===== src/rtl/simon_sequencer.sv =====
// ---------------------------------------------------------------------------
// simon_sequencer
// Memory game sequencer. Each round one random color (from a free-running
// 16-bit LFSR) is appended to the sequence. The whole sequence is played back
// as lit/dark intervals, then the player must repeat it on the push buttons.
// Reaching the target length wins; a wrong key, a multi-key press or an idle
// timeout loses.
//
// Ports
//   CLOCK_50  in   system clock, rising edge
//   resetn    in   synchronous active-low reset
//   start     in   level request for a new game (IDLE/WIN/LOSE only)
//   level     in   difficulty 1..5, target length = 4*level
//   KEY[3:0]  in   raw active-low buttons, asynchronous
//   state     out  phase code 00 ready, 01 playback, 10 user, 11 over
//   color     out  one-hot active-high display, bit i <-> KEY[i]
//   round     out  current sequence length
//   win/lose  out  high while in WIN / LOSE
// ---------------------------------------------------------------------------
module simon_sequencer #(
  parameter int unsigned TONE_CYCLES  = 25000000,
  parameter int unsigned GAP_CYCLES   = 12500000,
  parameter int unsigned USER_TIMEOUT = 150000000,
  parameter int unsigned MAX_LEN      = 20
) (
  input  logic       CLOCK_50,
  input  logic       resetn,
  input  logic       start,
  input  logic [2:0] level,
  input  logic [3:0] KEY,
  output logic [1:0] state,
  output logic [3:0] color,
  output logic [4:0] round,
  output logic       win,
  output logic       lose
);

  localparam logic [31:0] TONE_LAST = 32'(TONE_CYCLES - 32'd1);
  localparam logic [31:0] GAP_LAST  = 32'(GAP_CYCLES - 32'd1);
  localparam logic [31:0] TO_LAST   = 32'(USER_TIMEOUT - 32'd1);
  localparam logic [4:0]  MAX_LEN_L = 5'(MAX_LEN);

  typedef enum logic [2:0] {
    S_IDLE     = 3'd0,
    S_GEN      = 3'd1,
    S_PLAY_ON  = 3'd2,
    S_PLAY_GAP = 3'd3,
    S_USER     = 3'd4,
    S_WIN      = 3'd5,
    S_LOSE     = 3'd6
  } state_e;

  function automatic logic [3:0] onehot(input logic [1:0] sym);
    return 4'b0001 << sym;
  endfunction

  // Fibonacci form of x^16+x^14+x^13+x^11+1, shifting toward bit 0.
  function automatic logic [15:0] lfsr_step(input logic [15:0] v);
    return {v[0] ^ v[2] ^ v[3] ^ v[5], v[15:1]};
  endfunction

  function automatic logic [1:0] phase_code(input state_e s);
    case (s)
      S_IDLE:                        return 2'b00;
      S_GEN, S_PLAY_ON, S_PLAY_GAP:  return 2'b01;
      S_USER:                        return 2'b10;
      S_WIN, S_LOSE:                 return 2'b11;
      default:                       return 2'b00;
    endcase
  endfunction

  // Out-of-range difficulty falls back to the easiest game (length 4).
  function automatic logic [4:0] target_of(input logic [2:0] lv);
    logic [4:0] t;
    if ((lv >= 3'd1) && (lv <= 3'd5)) t = {lv, 2'b00};
    else                              t = 5'd4;
    if (t > MAX_LEN_L) t = MAX_LEN_L;
    else               t = t;
    return t;
  endfunction

  state_e      state_q, state_d;
  logic [4:0]  len_q, len_d, idx_q, idx_d, target_q, target_d;
  logic [31:0] cnt_q, cnt_d, to_q, to_d;
  logic [15:0] lfsr_q;
  logic [3:0]  key_s1_q, key_s2_q, key_prev_q;
  logic [3:0]  color_q, color_d;
  logic [1:0]  code_q;
  logic [4:0]  round_q;
  logic        win_q, lose_q;
  logic [1:0]  mem_q [MAX_LEN];
  logic        mem_we_s;
  logic [3:0]  fall_s;
  logic        press_s, single_s, last_s;
  logic [1:0]  exp_sym_s, play_sym_s;

  // A press event is any synchronized key going 1->0 this cycle.
  assign fall_s    = key_prev_q & ~key_s2_q;
  assign press_s   = |fall_s;
  assign single_s  = ((fall_s & (fall_s - 4'd1)) == 4'd0);
  assign last_s    = (idx_q == (len_q - 5'd1));
  assign exp_sym_s = (idx_q < MAX_LEN_L) ? mem_q[idx_q] : 2'b00;

  // Key synchronizer, edge-detect history and free-running LFSR.
  always_ff @(posedge CLOCK_50) begin
    if (!resetn) begin
      key_s1_q   <= 4'b1111;
      key_s2_q   <= 4'b1111;
      key_prev_q <= 4'b1111;
      lfsr_q     <= 16'hACE1;
    end else begin
      key_s1_q   <= KEY;
      key_s2_q   <= key_s1_q;
      key_prev_q <= key_s2_q;
      lfsr_q     <= lfsr_step(lfsr_q);
    end
  end

  // Next-state and datapath decisions for the game FSM.
  always_comb begin
    state_d  = state_q;
    len_d    = len_q;
    idx_d    = idx_q;
    cnt_d    = cnt_q;
    to_d     = to_q;
    target_d = target_q;
    mem_we_s = 1'b0;
    case (state_q)
      S_IDLE, S_WIN, S_LOSE: begin
        if (start) begin
          target_d = target_of(level);
          len_d    = 5'd0;
          idx_d    = 5'd0;
          cnt_d    = 32'd0;
          state_d  = S_GEN;
        end else begin
          state_d = state_q;
        end
      end
      S_GEN: begin
        if (len_q < MAX_LEN_L) begin
          mem_we_s = 1'b1;
          len_d    = len_q + 5'd1;
        end else begin
          len_d = len_q;
        end
        idx_d   = 5'd0;
        cnt_d   = 32'd0;
        state_d = S_PLAY_ON;
      end
      S_PLAY_ON: begin
        if (cnt_q >= TONE_LAST) begin
          cnt_d   = 32'd0;
          state_d = S_PLAY_GAP;
        end else begin
          cnt_d = cnt_q + 32'd1;
        end
      end
      S_PLAY_GAP: begin
        if (cnt_q >= GAP_LAST) begin
          cnt_d = 32'd0;
          if (last_s) begin
            idx_d   = 5'd0;
            to_d    = 32'd0;
            state_d = S_USER;
          end else begin
            idx_d   = idx_q + 5'd1;
            state_d = S_PLAY_ON;
          end
        end else begin
          cnt_d = cnt_q + 32'd1;
        end
      end
      S_USER: begin
        // A press in the timeout cycle wins over the timeout.
        if (press_s) begin
          to_d = 32'd0;
          if (single_s && (fall_s == onehot(exp_sym_s))) begin
            if (last_s) begin
              if (len_q >= target_q) state_d = S_WIN;
              else                   state_d = S_GEN;
            end else begin
              idx_d = idx_q + 5'd1;
            end
          end else begin
            state_d = S_LOSE;
          end
        end else if (to_q >= TO_LAST) begin
          state_d = S_LOSE;
        end else begin
          to_d = to_q + 32'd1;
        end
      end
      default: state_d = S_IDLE;
    endcase
  end

  // Output values for the next state; the symbol written in GEN is forwarded
  // so the first tone of round 1 does not read the memory before its write.
  always_comb begin
    if (mem_we_s && (idx_d == len_q)) begin
      play_sym_s = lfsr_q[1:0];
    end else if (idx_d < MAX_LEN_L) begin
      play_sym_s = mem_q[idx_d];
    end else begin
      play_sym_s = 2'b00;
    end
    case (state_d)
      S_PLAY_ON: color_d = onehot(play_sym_s);
      S_USER:    color_d = ~key_s1_q;
      S_WIN:     color_d = 4'b1111;
      default:   color_d = 4'b0000;
    endcase
  end

  // Game FSM state, counters and registered outputs.
  always_ff @(posedge CLOCK_50) begin
    if (!resetn) begin
      state_q  <= S_IDLE;
      len_q    <= 5'd0;
      idx_q    <= 5'd0;
      cnt_q    <= 32'd0;
      to_q     <= 32'd0;
      target_q <= 5'd0;
      color_q  <= 4'b0000;
      code_q   <= 2'b00;
      round_q  <= 5'd0;
      win_q    <= 1'b0;
      lose_q   <= 1'b0;
    end else begin
      state_q  <= state_d;
      len_q    <= len_d;
      idx_q    <= idx_d;
      cnt_q    <= cnt_d;
      to_q     <= to_d;
      target_q <= target_d;
      color_q  <= color_d;
      code_q   <= phase_code(state_d);
      round_q  <= len_d;
      win_q    <= (state_d == S_WIN);
      lose_q   <= (state_d == S_LOSE);
    end
  end

  // Sequence store; contents are meaningless until written in GEN.
  always_ff @(posedge CLOCK_50) begin
    if (mem_we_s) begin
      mem_q[len_q] <= lfsr_q[1:0];
    end else begin
      mem_q[len_q] <= mem_q[len_q];
    end
  end

  assign state = code_q;
  assign color = color_q;
  assign round = round_q;
  assign win   = win_q;
  assign lose  = lose_q;

endmodule


===== config.mk =====
export PLATFORM = sky130hd
export DESIGN_NAME = simon_sequencer
export DESIGN_NICKNAME = d
export VERILOG_FILES = /design/src/rtl/simon_sequencer.sv
export SDC_FILE = /design/constraint.sdc
export NUM_CORES = 1
export LEC_CHECK = 0
export CAP_MARGIN = 20
export CORE_AREA = 3 3 89 176
export CTS_CLUSTER_SIZE = 10
export DETAILED_ROUTE_END_ITERATION = 16
export DIE_AREA = 0 0 92 179
export GPL_TIMING_DRIVEN = 0
export PLACE_DENSITY = 0.72
export SLEW_MARGIN = 5
export SYNTH_ARGS = -nofsm -noshare
export SYNTH_HDL_FRONTEND = slang
export SYNTH_SLANG_ARGS = --single-unit
export TNS_END_PERCENT = 100

===== constraint.sdc =====
create_clock -name CLOCK_50 -period 4.7 [get_ports CLOCK_50]
set_clock_uncertainty 0.1 [all_clocks]
set_input_delay 0.94 -clock CLOCK_50 [delete_from_list [all_inputs] [get_ports CLOCK_50]]
set_output_delay 0.94 -clock CLOCK_50 [all_outputs]
set_load 0.03 [all_outputs]

# --- Word-level counts from Yosys, hierarchy flattened ---
# Memories as Yosys holds them, arrays and structs flattened. A register that Yosys moved wholly into a read port is not among the register bits.
# Cells that the tools add are included.
op_classes:
  n_bitwise: 8
  n_lt_le_gt_ge: 10
  div: 0
  eq_ne: 21
  n_mux: 45
  n_reduce_logical: 17
  multipliers: 0
  n_addsub: 6
  n_shift: 2
op_table:
  columns: ["op", "count"]
  rows:
  - ["$mux 32", 7]
  - ["$pmux 32 s4", 1]
  - ["$mux 5", 13]
  - ["$add 32x1->32 const B", 2]
  - ["$pmux 32 s2", 1]
  - ["$ge 32x24->1 const B", 1]
  - ["$ge 32x25->1 const B", 1]
  - ["$ge 32x28->1 const B", 1]
  - ["$mux 3", 9]
  - ["$pmux 5 s4", 1]
  - ["$eq 3x3->1 const B", 6]
  - ["$lt 5x5->1 const B", 3]
  - ["$pmux 3 s5", 1]
  - ["$eq 3x2->1 const B", 4]
  - ["$pmux 4 s3", 1]
  - ["$add 5x1->5 const B", 2]
  - ["$eq 5x5->1", 2]
  - ["$pmux 5 s2", 1]
  - ["$and 4x4->4", 2]
  - ["$mux 2", 4]
  - ["$ne 2x2->1 const B", 4]
  - ["$not 4->4", 2]
  - ["$shl 1x2->4 const A", 2]
  - ["$eq 3x1->1 const B", 2]
  - ["other kinds (24)", 36]
word_totals:
  out_inout_bits: 13
  ram_bits: 40
  mem_bits_ro: 0
  input_bits: 10
  latch_bits: 0
  mem_count: 1
  elab_cells: 124
  reg_bits: 118
mem_list:
  columns: ["memory", "words", "word_bits", "read_ports", "rd_clocked_by_memory_dff", "wr", "line_no", "text"]
  rows:
  - ["mem_q", 20, 2, 2, 1, 1, "91", "logic [1:0] mem_q [MAX_LEN];"]

# --- Longest topological paths before layout ---
# Gate-level depths: netlist of the first run.
logic_depth:
  word_depth: 14
  ltp_mapped: 20
  ltp_nobuf: 17

# --- Least setup slack after synthesis of the first run ---
# OpenSTA, ideal clock, no wires.
synth_timing:
  path_type: "register to register"
  start: "register, netlist name round[0]"
  end: "register color_q[2] (netlist: color[2])"
  n_path_buf: 3
  t_arrival_ps: 4003
  stages_incl_launch_ff: 21
  slack_ps: 502
  cell_sequence: "dfxtp_1 inv_1 ha_1 nor3b_1 xnor2_1 nor3_1 and2_0 inv_1 buf_2 ha_1 nor2_1 inv_1 o211ai_2 buf_6 buf_12 mux2i_1 mux2i_1 a22oi_1 a211oi_2 or3_4 o41ai_2"
synth_rtl:
  columns: ["item", "line_no", "text"]
  rows:
  - ["end signal, assigned", "237", "color_q <= color_d;"]
  - ["end, declared", "87", "logic [3:0] color_q, color_d;"]

# --- Final worst setup path of the first run ---
layout_timing:
  start: "register idx_q[1]"
  end: "register color_q[3] (netlist: color[3])"
layout_between:
  elab_chain_len: 13
  word_cells_on_any_way: 31
  classes_between: "1 x add/sub; 2 x order compare; 6 x eq/ne; 2 x shift; 17 x mux; 2 x reduce/logical; 1 x memory"
layout_rtl:
  columns: ["item", "line_no", "text"]
  rows:
  - ["start, declared", "83", "logic [4:0] len_q, len_d, idx_q, idx_d, target_q, target_d;"]
  - ["start signal, assigned", "233", "idx_q <= idx_d;"]
  - ["$lt 5x5->1", "102", "assign exp_sym_s = (idx_q < MAX_LEN_L) ? mem_q[idx_q] : 2'b00;"]
  - ["$mux 2", "102", null]
  - ["$shl 1x2->4", "54", "return 4'b0001 << sym;"]
  - ["$eq 4x4->1", "178", "if (single_s && (fall_s == onehot(exp_sym_s))) begin"]
  - ["$logic_and 1x1->1", "178", null]
  - ["$mux 5", "178", null]
  - ["$mux 5", "176", "if (press_s) begin"]
  - ["$pmux 5 s4", "128", "case (state_q)"]
  - ["$mem_v2 20x2 (tied with other cells)", null, null]
  - ["$mux 2 or $logic_and 1x1->1 (tied branches)", "203, 201", null]
  - ["$mux 2", "201", "if (mem_we_s && (idx_d == len_q)) begin"]
  - ["$shl 1x2->4", "54", null]
  - ["$pmux 4 s3 *", "208", "case (state_d)"]
# Every way passes the cells marked *; elsewhere a longest branch is shown, timed or not.
# A chain may end at the register's enable or synchronous reset.

==> results of run 1 <==
-- cell type report --
type                       instances  area [µm²]
fill                            1241        5500
multi-input combinational        633        4100
sequential                       156        3520
clock buffer                      18         429
tap                              192         240
timing repair buffer              22         215
buffer                            34         175
clock inverter                    14         166
inverter                          22        82.6
-- metrics by stage --
stage                     utilization [%]  power, mW  setup TNS, ps
after floorplan                         -       1.58              0
after global placement               57.6       1.64          -64.9
after detailed placement             57.7       1.64          -81.0
after CTS                            61.8       3.03              0
after global routing                 61.9       3.10              0
final                                61.9       3.00              0
-- path summary, 6_finish.rpt --
check | startpoint | to | slack [ps] | depth (start not counted)
worst max-delay path | idx_q[1] | color[3] | 170 | 14
worst min register to register | lfsr_q[8] | lfsr_q[7] | 320 | 1
worst max register to register | idx_q[1] | color[3] | 170 | 14
worst min-delay path | lfsr_q[8] | lfsr_q[7] | 320 | 1
-- kinds of logic after synthesis --
family / after synthesis / synth area share (%)
AOI/OAI and AO/OA: 145 / 13.6
xor gates and xnor gates: 52 / 5.79
adders and majority gates: 11 / 1.75
buffers and inverters: 56 / 3.28
DFF: 156 / 44.8
muxes: 43 / 6.95
and+or+nand+nor: 382 / 23.8
-- what timing repair did --
item / in CTS / in global routing
gates resized for setup: 1 / 4
setup endpoints to repair: 3 / 4
setup buffers: 0 / 0
-- synth_stat cells, types with 18 or more instances --
cell type                  number  area (µm²)
sky130_fd_sc_hd__and3_1        19         119
sky130_fd_sc_hd__a21oi_1       34         170
sky130_fd_sc_hd__nor2_1       121         454
sky130_fd_sc_hd__nand2_1       79         297
sky130_fd_sc_hd__inv_1         21        78.8
sky130_fd_sc_hd__nand3_1       34         170
sky130_fd_sc_hd__edfxtp_1      40        1200
sky130_fd_sc_hd__clkbuf_1      24        90.1
sky130_fd_sc_hd__xor2_1        30         263
sky130_fd_sc_hd__dfxtp_1      116        2320
sky130_fd_sc_hd__xnor2_1       22         193
sky130_fd_sc_hd__nand2b_1      29         181
sky130_fd_sc_hd__and2_1        18         113
sky130_fd_sc_hd__o21ai_0       28         140
sky130_fd_sc_hd__mux2i_1       31         310
-- registers in the layout, indices dropped and copies added (netlist names), 4 cells and up --
register    flops
key_s1_q        4
color           4
to_q           32
lfsr_q         16
round           5
mem_q          40
cnt_q          32
key_prev_q      4
key_s2_q        4
idx_q           5
-- power by group --
group	internal, mW	leakage [nW]	switching, mW	total, mW
Clock	0.834	0.276	0.549	1.38
Combinational	0.0724	1.63	0.130	0.202
Sequential	1.40	1.30	0.0184	1.42
-- layer usage --
layer | vias to the layer above | part of all wire (%)
met5 | - | 0
met4 | 0 | 7.5
met3 | 90 | 3.8
met2 | 220 | 54
met1 | 3112 | 34
li1 | 3107 | -
==> results.toml, run 1 <==
[min_path]
timing.hold.worst.class = "reg2reg"

[placement]
post-place-ws_ps = -58.0
portBuffers = 21
place.detailed.instances = 1059
place.gp.congestion = 0.989
placedInstanceArea_um2 = 8320
hpwl_um = 15600

[detailed_routing]
antenna_left = 0
drc = 0
drt_first_pass_iters = 5
num_vias = 6529
drt-vias-per-instance = 5.98
wirelength_um = 20600
detail_route.iter0.violations = 366
routedWlPerCell_um = 18.9

[power_and_ir_drop]
cellLeakagePower_nw = 3.21
power_density_nw_per_um2 = 336
worst_ir_drop_vdd_mv = 0.324

[die]
die_h_um = 179
ios = 23
initial_utilization_pct = 54.5
die_outline_area_um2 = 16500
die_x_um = 92
core_area_um2 = 14400
rows = 62

[synthesis]
synth.yosys.warnings = 0
synth_edf_count = 40
sequential_area_share_after_synthesis_pct = 44.8
synth_seq_cells = 156
mappedNetlistArea_um2 = 7870
post_synth.cell_area_avg_um2 = 9.31
asyncSetResetFlopFracSynth_pct = 0
synthesis.nets = 866
synth.lib_cells_used.distinct = 80
synth_ff_type = "sky130_fd_sc_hd__dfxtp_1"
postSynthCellCount = 845

[flow_run]
max_cap_viol_count = 0

[sta]
timing.final.hold_violations = 0
max_slew_headroom_pct = 39.6
setup_ws_ps = 173
slew_viol_final = 0
hold_slack_ps = 315
fmax_ghz = 0.221
unrepaired_setup_endpoints_after_global_routing = "no"
final.min_clock_period_ps = 4530
worst_slew_pin_slew_ps = 899
period_share_pct = 96.3
setup_violations = 0

[grt]
grt_use_met2_pct = 49.6
met1_usage_pct = 23.5
grt_start_max_net_pins = 23
first_global_vias = 6565
grt_util_met3_pct = 4.87
grt_antenna_before_repair = 0
globalRoute.busiestLayer = "met2"
grt_first_pass_wirelength_um = 32800
grt_usage_pct = 26.0
overflow = 0

[worst_setup_path]
timing.critical_path.buf_inv = 2
cp_common_cell = "sky130_fd_sc_hd__buf_6"
timing.critical_path.arrival_ps = 4750
master_of_the_slowest_instance_on_the_critical_path = "sky130_fd_sc_hd__mux4_1"
timing.critical_path.cells = "buf_6 > mux4_1 > or2_0 > nand3_1 > nand4_1 > o21bai_2 > o21a_2 > buf_6 > o211ai_2 > mux2_2 > o211a_1 > a211oi_2 > o21ai_1 > o31ai_1"
timing.critical_path.slowest_cell_delay_ps = 610
critical_path_fanouts_max = 10
endpoint_kind = "flip-flop"
worst_path_required_ps = 4930
cp-start-kind = "flip-flop"
setup.worst_path.class = "reg2reg"
cpLargestDelayFamily = "compound AO/OA/AOI/OAI gates"

[cells_and_area]
finalInstanceArea_um2 = 8930
layout-drive-gt1-share_pct = 8.34
finish.cell_count_without_fillers = 1091
layout_common_cells = "121 x sky130_fd_sc_hd__nor2_1, 115 x sky130_fd_sc_hd__dfxtp_1, 79 x sky130_fd_sc_hd__nand2_1"
mostFrequentLayoutCell = "sky130_fd_sc_hd__nor2_1"
areaGrowthSynthToFinish_pct = 13.5
num-nets-final = 907
antennaDiodeCount = 0

[run_status]
run_status = "complete, no violations"

[clock_tree]
clkSinkCount = 156
tritoncts.num_buffers = 17
clockBufferDepth = 2
worstSkewPairLatency_ps = 430
cts_tree = "done"
cts-htree-levels = 4
number_of_hold_repair_buffers_added_at_the_cts_stage = 0
ctsRootBufferMaster = "sky130_fd_sc_hd__clkbuf_16"
clk_pin_slew_ps = 60
Note: power is estimated with default switching activity, not from simulation.
==> run 2: changes to the inputs <==
- SKIP_LAST_GASP: default -> 1
- clock period: 4.7 -> 5.3 ns (I/O delays scaled with it)
==> results.toml, run 2 (synthesis results as in run 1) <==
[grt]
grt_start_max_net_pins = 23
grt_usage_pct = 26.0
first_global_vias = 6565
grt_antenna_before_repair = 0
overflow = 0
grt_first_pass_wirelength_um = 32800

[cells_and_area]
areaGrowthSynthToFinish_pct = 13.4
largest_registers = "mem_q x40, cnt_q x32, to_q x32"
layout_common_cells = "121 x sky130_fd_sc_hd__nor2_1, 116 x sky130_fd_sc_hd__dfxtp_1, 79 x sky130_fd_sc_hd__nand2_1"
fillCellCount = 1245
multiInputGateArea_um2 = 4090
antennaDiodeCount = 0
layout-drive-gt1-share_pct = 7.90
finalInstanceArea_um2 = 8920
finish.cell_count_without_fillers = 1091
largest-register = "mem_q"
num-nets-final = 907
area.sequential_um2 = 3520
core_occupancy_in_the_finished_layout_pct = 61.8
number_of_flip_flops_under_the_largest_register_name = 40
mostFrequentLayoutCell = "sky130_fd_sc_hd__nor2_1"

[run_status]
run_status = "complete, no violations"

[clock_tree]
clkSinkCount = 156
ctsRootBufferMaster = "sky130_fd_sc_hd__clkbuf_16"
cts-htree-levels = 4
clockBufferDepth = 2
post_cts.resized_instances = 0
cts_tree = "done"
number_of_hold_repair_buffers_added_at_the_cts_stage = 0
tritoncts.num_buffers = 17
cts_setup_buffers = 0
clk_pin_slew_ps = 60
worstSkewPairLatency_ps = 430

[die]
rows = 62
die_h_um = 179
die_x_um = 92
ios = 23
initial_utilization_pct = 54.5
core_area_um2 = 14400
die_outline_area_um2 = 16500

[detailed_routing]
num_vias = 6516
routedWlPerCell_um = 18.9
antenna_left = 0
drt-vias-per-instance = 5.97
wirelength_um = 20600
drc = 0
detail_route.iter0.violations = 419
drt_first_pass_iters = 6

[worst_setup_path]
master_of_the_slowest_instance_on_the_critical_path = "sky130_fd_sc_hd__dfxtp_1"
endpoint_kind = "flip-flop"
setup.worst_path.class = "reg2reg"
cp_common_cell = "sky130_fd_sc_hd__inv_1"
timing.critical_path.cells = "inv_1 > ha_1 > nor3b_1 > xnor2_1 > nor3_1 > and2_0 > inv_1 > buf_2 > ha_1 > nor2_1 > inv_1 > o211ai_2 > buf_6 > buf_12 > nand2_1 > a221oi_1 > a32o_1 > nor2_1 > and2_4 > o41ai_2"
regToRegSetupSlack_ps = 450
cp-start-kind = "flip-flop"
worst_path_required_ps = 5530
timing.critical_path.arrival_ps = 5080
timing.critical_path.slowest_cell_delay_ps = 520
critical_path_fanouts_max = 10

[power_and_ir_drop]
power_frac_seq_pct = 47.2
cellLeakagePower_nw = 3.20
power.share.switching_pct = 23.2
total_switching_power_mw = 0.619
cell_internal_pwr_mw = 2.04
power.combinational.fraction_pct = 6.7
power_density_nw_per_um2 = 299
clkPwrFrac_pct = 46.1
overall_power_after_layout_mw = 2.66
worst_ir_drop_vdd_mv = 0.288

[sta]
unrepaired_setup_endpoints_after_global_routing = "no"
sum_of_negative_setup_slack_ps = 0
max_slew_headroom_pct = 39.7
timing.final.hold_violations = 0
slew_viol_final = 0
setup_violations = 0
setup_ws_ps = 449
hold_slack_ps = 315
final.min_clock_period_ps = 4850
fmax_ghz = 0.206
worst_slew_pin_slew_ps = 897
period_share_pct = 91.5

[placement]
portBuffers = 21
hpwl_um = 15600
post-place-ws_ps = 500
placedInstanceArea_um2 = 8320
place.detailed.instances = 1059
place.gp.congestion = 0.989

[flow_run]
max_cap_viol_count = 0

[min_path]
timing.hold.worst.class = "reg2reg"
-- run 2: cell counts in the layout (fill, tap and decap cells not counted) --
Identical to the previous run, type by type.
-- run 2: path summary, 6_finish.rpt --
path,from,endpoint,depth (start not counted)
worst max register to register,round[0],color[2],20
worst min-delay path,lfsr_q[8],lfsr_q[7],1
worst min register to register,lfsr_q[8],lfsr_q[7],1
worst max-delay path,round[0],color[2],20
-- run 2: power by group through the flow --
stage	Combinational, mW	Sequential (mW)	Clock (mW)
3_3_place_gp	0.175	1.28	0
3_5_place_dp	0.177	1.28	0
4_1_cts	0.178	1.26	1.25
6_report	0.179	1.26	1.23
5_1_grt	0.198	1.26	1.29
2_1_floorplan	0.118	1.28	0
-- run 2: area by class of cell --
cell class / instances / share of cell area (%)
clock inverters: 14 / 1.87
multi-input cells: 633 / 45.8
inverters: 22 / 0.926
plain buffers: 34 / 1.96
well taps: 192 / 2.69
flip-flops and latches: 156 / 39.5
clock buffers: 18 / 4.81
repair buffers: 22 / 2.41
-- run 2: critical path, delay by kind of cell, from the launching register on --
| family | cells | cell delay [ps] |
|---|---|---|
| adder cells (fa/ha/maj) | 2 | 590 |
| buffers and inverters | 6 | 1000 |
| AO/OA/AOI/OAI | 4 | 1120 |
| AND/OR/NAND/NOR | 7 | 1270 |
| flip-flops | 1 | 520 |
| XOR/XNOR | 1 | 140 |
-- run 2: routing by layer --
layer | wire [µm] | global-route usage (%)
met5 | 0 | 0
met3 | 847 | 4.87
met4 | 1590 | 20.3
met1 | 6980 | 23.5
met2 | 11200 | 49.6
==> run 3: changes to the inputs <==
- CELL_PAD_IN_SITES_DETAIL_PLACEMENT: default -> 0
- CELL_PAD_IN_SITES_GLOBAL_PLACEMENT: default -> 1
- CORE_AREA: 3 3 89 176 -> 3 3 91 180
- DIE_AREA: 0 0 92 179 -> 0 0 94 183
- GPL_TIMING_DRIVEN: 0 -> default
- PLACE_DENSITY: 0.72 -> 0.85
- SETUP_SLACK_MARGIN: default -> 0.2
==> results.toml, run 3 (synthesis results as in run 1) <==
[run_status]
run_status = "complete, no violations"

[die]
rows = 64
initial_utilization_pct = 51.7
ios = 23
die_x_um = 94
die_outline_area_um2 = 17200
die_h_um = 183
core_area_um2 = 15200

[placement]
post-place-ws_ps = 648
place.gp.congestion = 0.915
portBuffers = 22
hpwl_um = 14900

[sta]
unrepaired_setup_endpoints_after_global_routing = "no"
hold_slack_ps = 308
sum_of_negative_setup_slack_ps = 0
final.min_clock_period_ps = 4760
setup_ws_ps = 545
period_share_pct = 89.7
slew_viol_final = 0
setup_violations = 0
worst_slew_pin_slew_ps = 976
fmax_ghz = 0.210
timing.final.hold_violations = 0
max_slew_headroom_pct = 34.5

[worst_setup_path]
master_of_the_slowest_instance_on_the_critical_path = "sky130_fd_sc_hd__dfxtp_1"
cpLargestDelayFamily = "simple AND/OR/NAND/NOR gates"
cp_common_cell = "sky130_fd_sc_hd__inv_1"
timing.critical_path.buf_inv = 4
timing.critical_path.arrival_ps = 4980
worst_path_required_ps = 5530
endpoint_kind = "flip-flop"
reg2reg_to = "color[2]"
worstReg2RegStart = "round[0]"
critical_path_fanouts_max = 20
r2r_cells = 18
cp-start-kind = "flip-flop"
timing.critical_path.slowest_cell_delay_ps = 480
setup.worst_path.class = "reg2reg"
worstSetupStartpoint = "round[0]"
timing.critical_path.cells = "inv_1 > ha_1 > nor3b_1 > xnor2_1 > nor3_1 > and2_0 > inv_1 > ha_1 > nor2_1 > inv_1 > o211ai_2 > buf_4 > mux2i_1 > a221oi_1 > a32o_1 > nor2_1 > and2_4 > o41ai_2"
regToRegSetupSlack_ps = 540

[flow_run]
max_cap_viol_count = 0

[cells_and_area]
num-nets-final = 879
layout_common_cells = "121 x sky130_fd_sc_hd__nor2_1, 116 x sky130_fd_sc_hd__dfxtp_1, 79 x sky130_fd_sc_hd__nand2_1"
antennaDiodeCount = 0
layout-drive-gt1-share_pct = 8.15
areaGrowthSynthToFinish_pct = 11.9
core_occupancy_in_the_finished_layout_pct = 57.9
largest_registers = "mem_q x40, cnt_q x32, to_q x32"
multiInputGateArea_um2 = 4090
largest-register = "mem_q"
area.sequential_um2 = 3520
fillCellCount = 1369
mostFrequentLayoutCell = "sky130_fd_sc_hd__nor2_1"
number_of_flip_flops_under_the_largest_register_name = 40

[clock_tree]
worstSkewPairLatency_ps = 440
cts-htree-levels = 4
number_of_hold_repair_buffers_added_at_the_cts_stage = 0
tritoncts.num_buffers = 17
cts_tree = "done"
ctsRootBufferMaster = "sky130_fd_sc_hd__clkbuf_16"
clkSinkCount = 156
post_cts.resized_instances = 0
clk_pin_slew_ps = 70
clockBufferDepth = 2
cts_setup_buffers = 0

[power_and_ir_drop]
cellLeakagePower_nw = 3.17
overall_power_after_layout_mw = 2.65
power_density_nw_per_um2 = 301
worst_ir_drop_vdd_mv = 0.256

[detailed_routing]
drt_first_pass_iters = 6
routed.top_layer = "met4"
wl_met2_um = 11200
dr_wl_met3_um = 603
wirelength_met1_um = 6720
antenna_left = 0
num_vias = 6398
detail_route.iter0.violations = 378
routedWlPerCell_um = 18.5
wirelength_um = 19700
drt-vias-per-instance = 5.99
drc = 0

[min_path]
hold_end = "lfsr_q[5]"
timing.hold.worst_path_depth = 1
min_from = "lfsr_q[6]"
timing.hold.worst.class = "reg2reg"

[grt]
first_global_vias = 6413
grt_start_max_net_pins = 29
grt_usage_pct = 24.2
overflow = 0
grt_first_pass_wirelength_um = 32000
grt_antenna_before_repair = 0
run 3: cell count changes in the layout (fill, tap and decap cells not counted), sizes merged:
cell           delta
clkinv            -2
clkinvlp          -1
buf               -4
bufinv            -2
clkbuf           -26
clkdlybuf4s50     +1
inv               +6
run 3: layout make-up:
type | count | area share [%]
Clock buffer | 17 | 4.83
Multi-Input combinational cell | 633 | 46.4
Clock inverter | 15 | 1.95
Tap cell | 198 | 2.81
Inverter | 22 | 0.938
Sequential cell | 156 | 40.0
Timing Repair Buffer | 28 | 3.01
run 3: how the worst max path moves through the flow:
stage / endpoint / slack [ps] / cells after the start
6_report: color[2] / 540 / 18
5_1_grt: color[0] / 210 / 18
4_1_cts: color[2] / 620 / 18
3_5_place_dp: color[2] / 650 / 18
3_3_place_gp: color[0] / 800 / 14
2_1_floorplan: color[2] / 1100 / 20
run 3: where the power goes:
| group | internal, mW | total, mW | switching (mW) |
|---|---|---|---|
| sequential | 1.24 | 1.26 | 0.0196 |
| combinational | 0.0623 | 0.169 | 0.106 |
| clock | 0.672 | 1.22 | 0.553 |
| total | 1.97 | 2.65 | 0.679 |
run 3: metal layers:
metal,vias to the layer above,GRT usage [%]
met3,81,4.56
met4,0,14.8
met5,-,0
met1,3092,23.3
met2,176,45.7
li1,3049,-
run 3: through the flow:
| step | cells | cell area [µm²] |
|---|---|---|
| 2_1_floorplan | 845 | 7870 |
| 3_3_place_gp | 1037 | 8210 |
| 3_5_place_dp | 1037 | 8210 |
| 4_1_cts | 1069 | 8800 |
| 5_1_grt | 1069 | 8800 |
| 6_report | 1069 | 8800 |
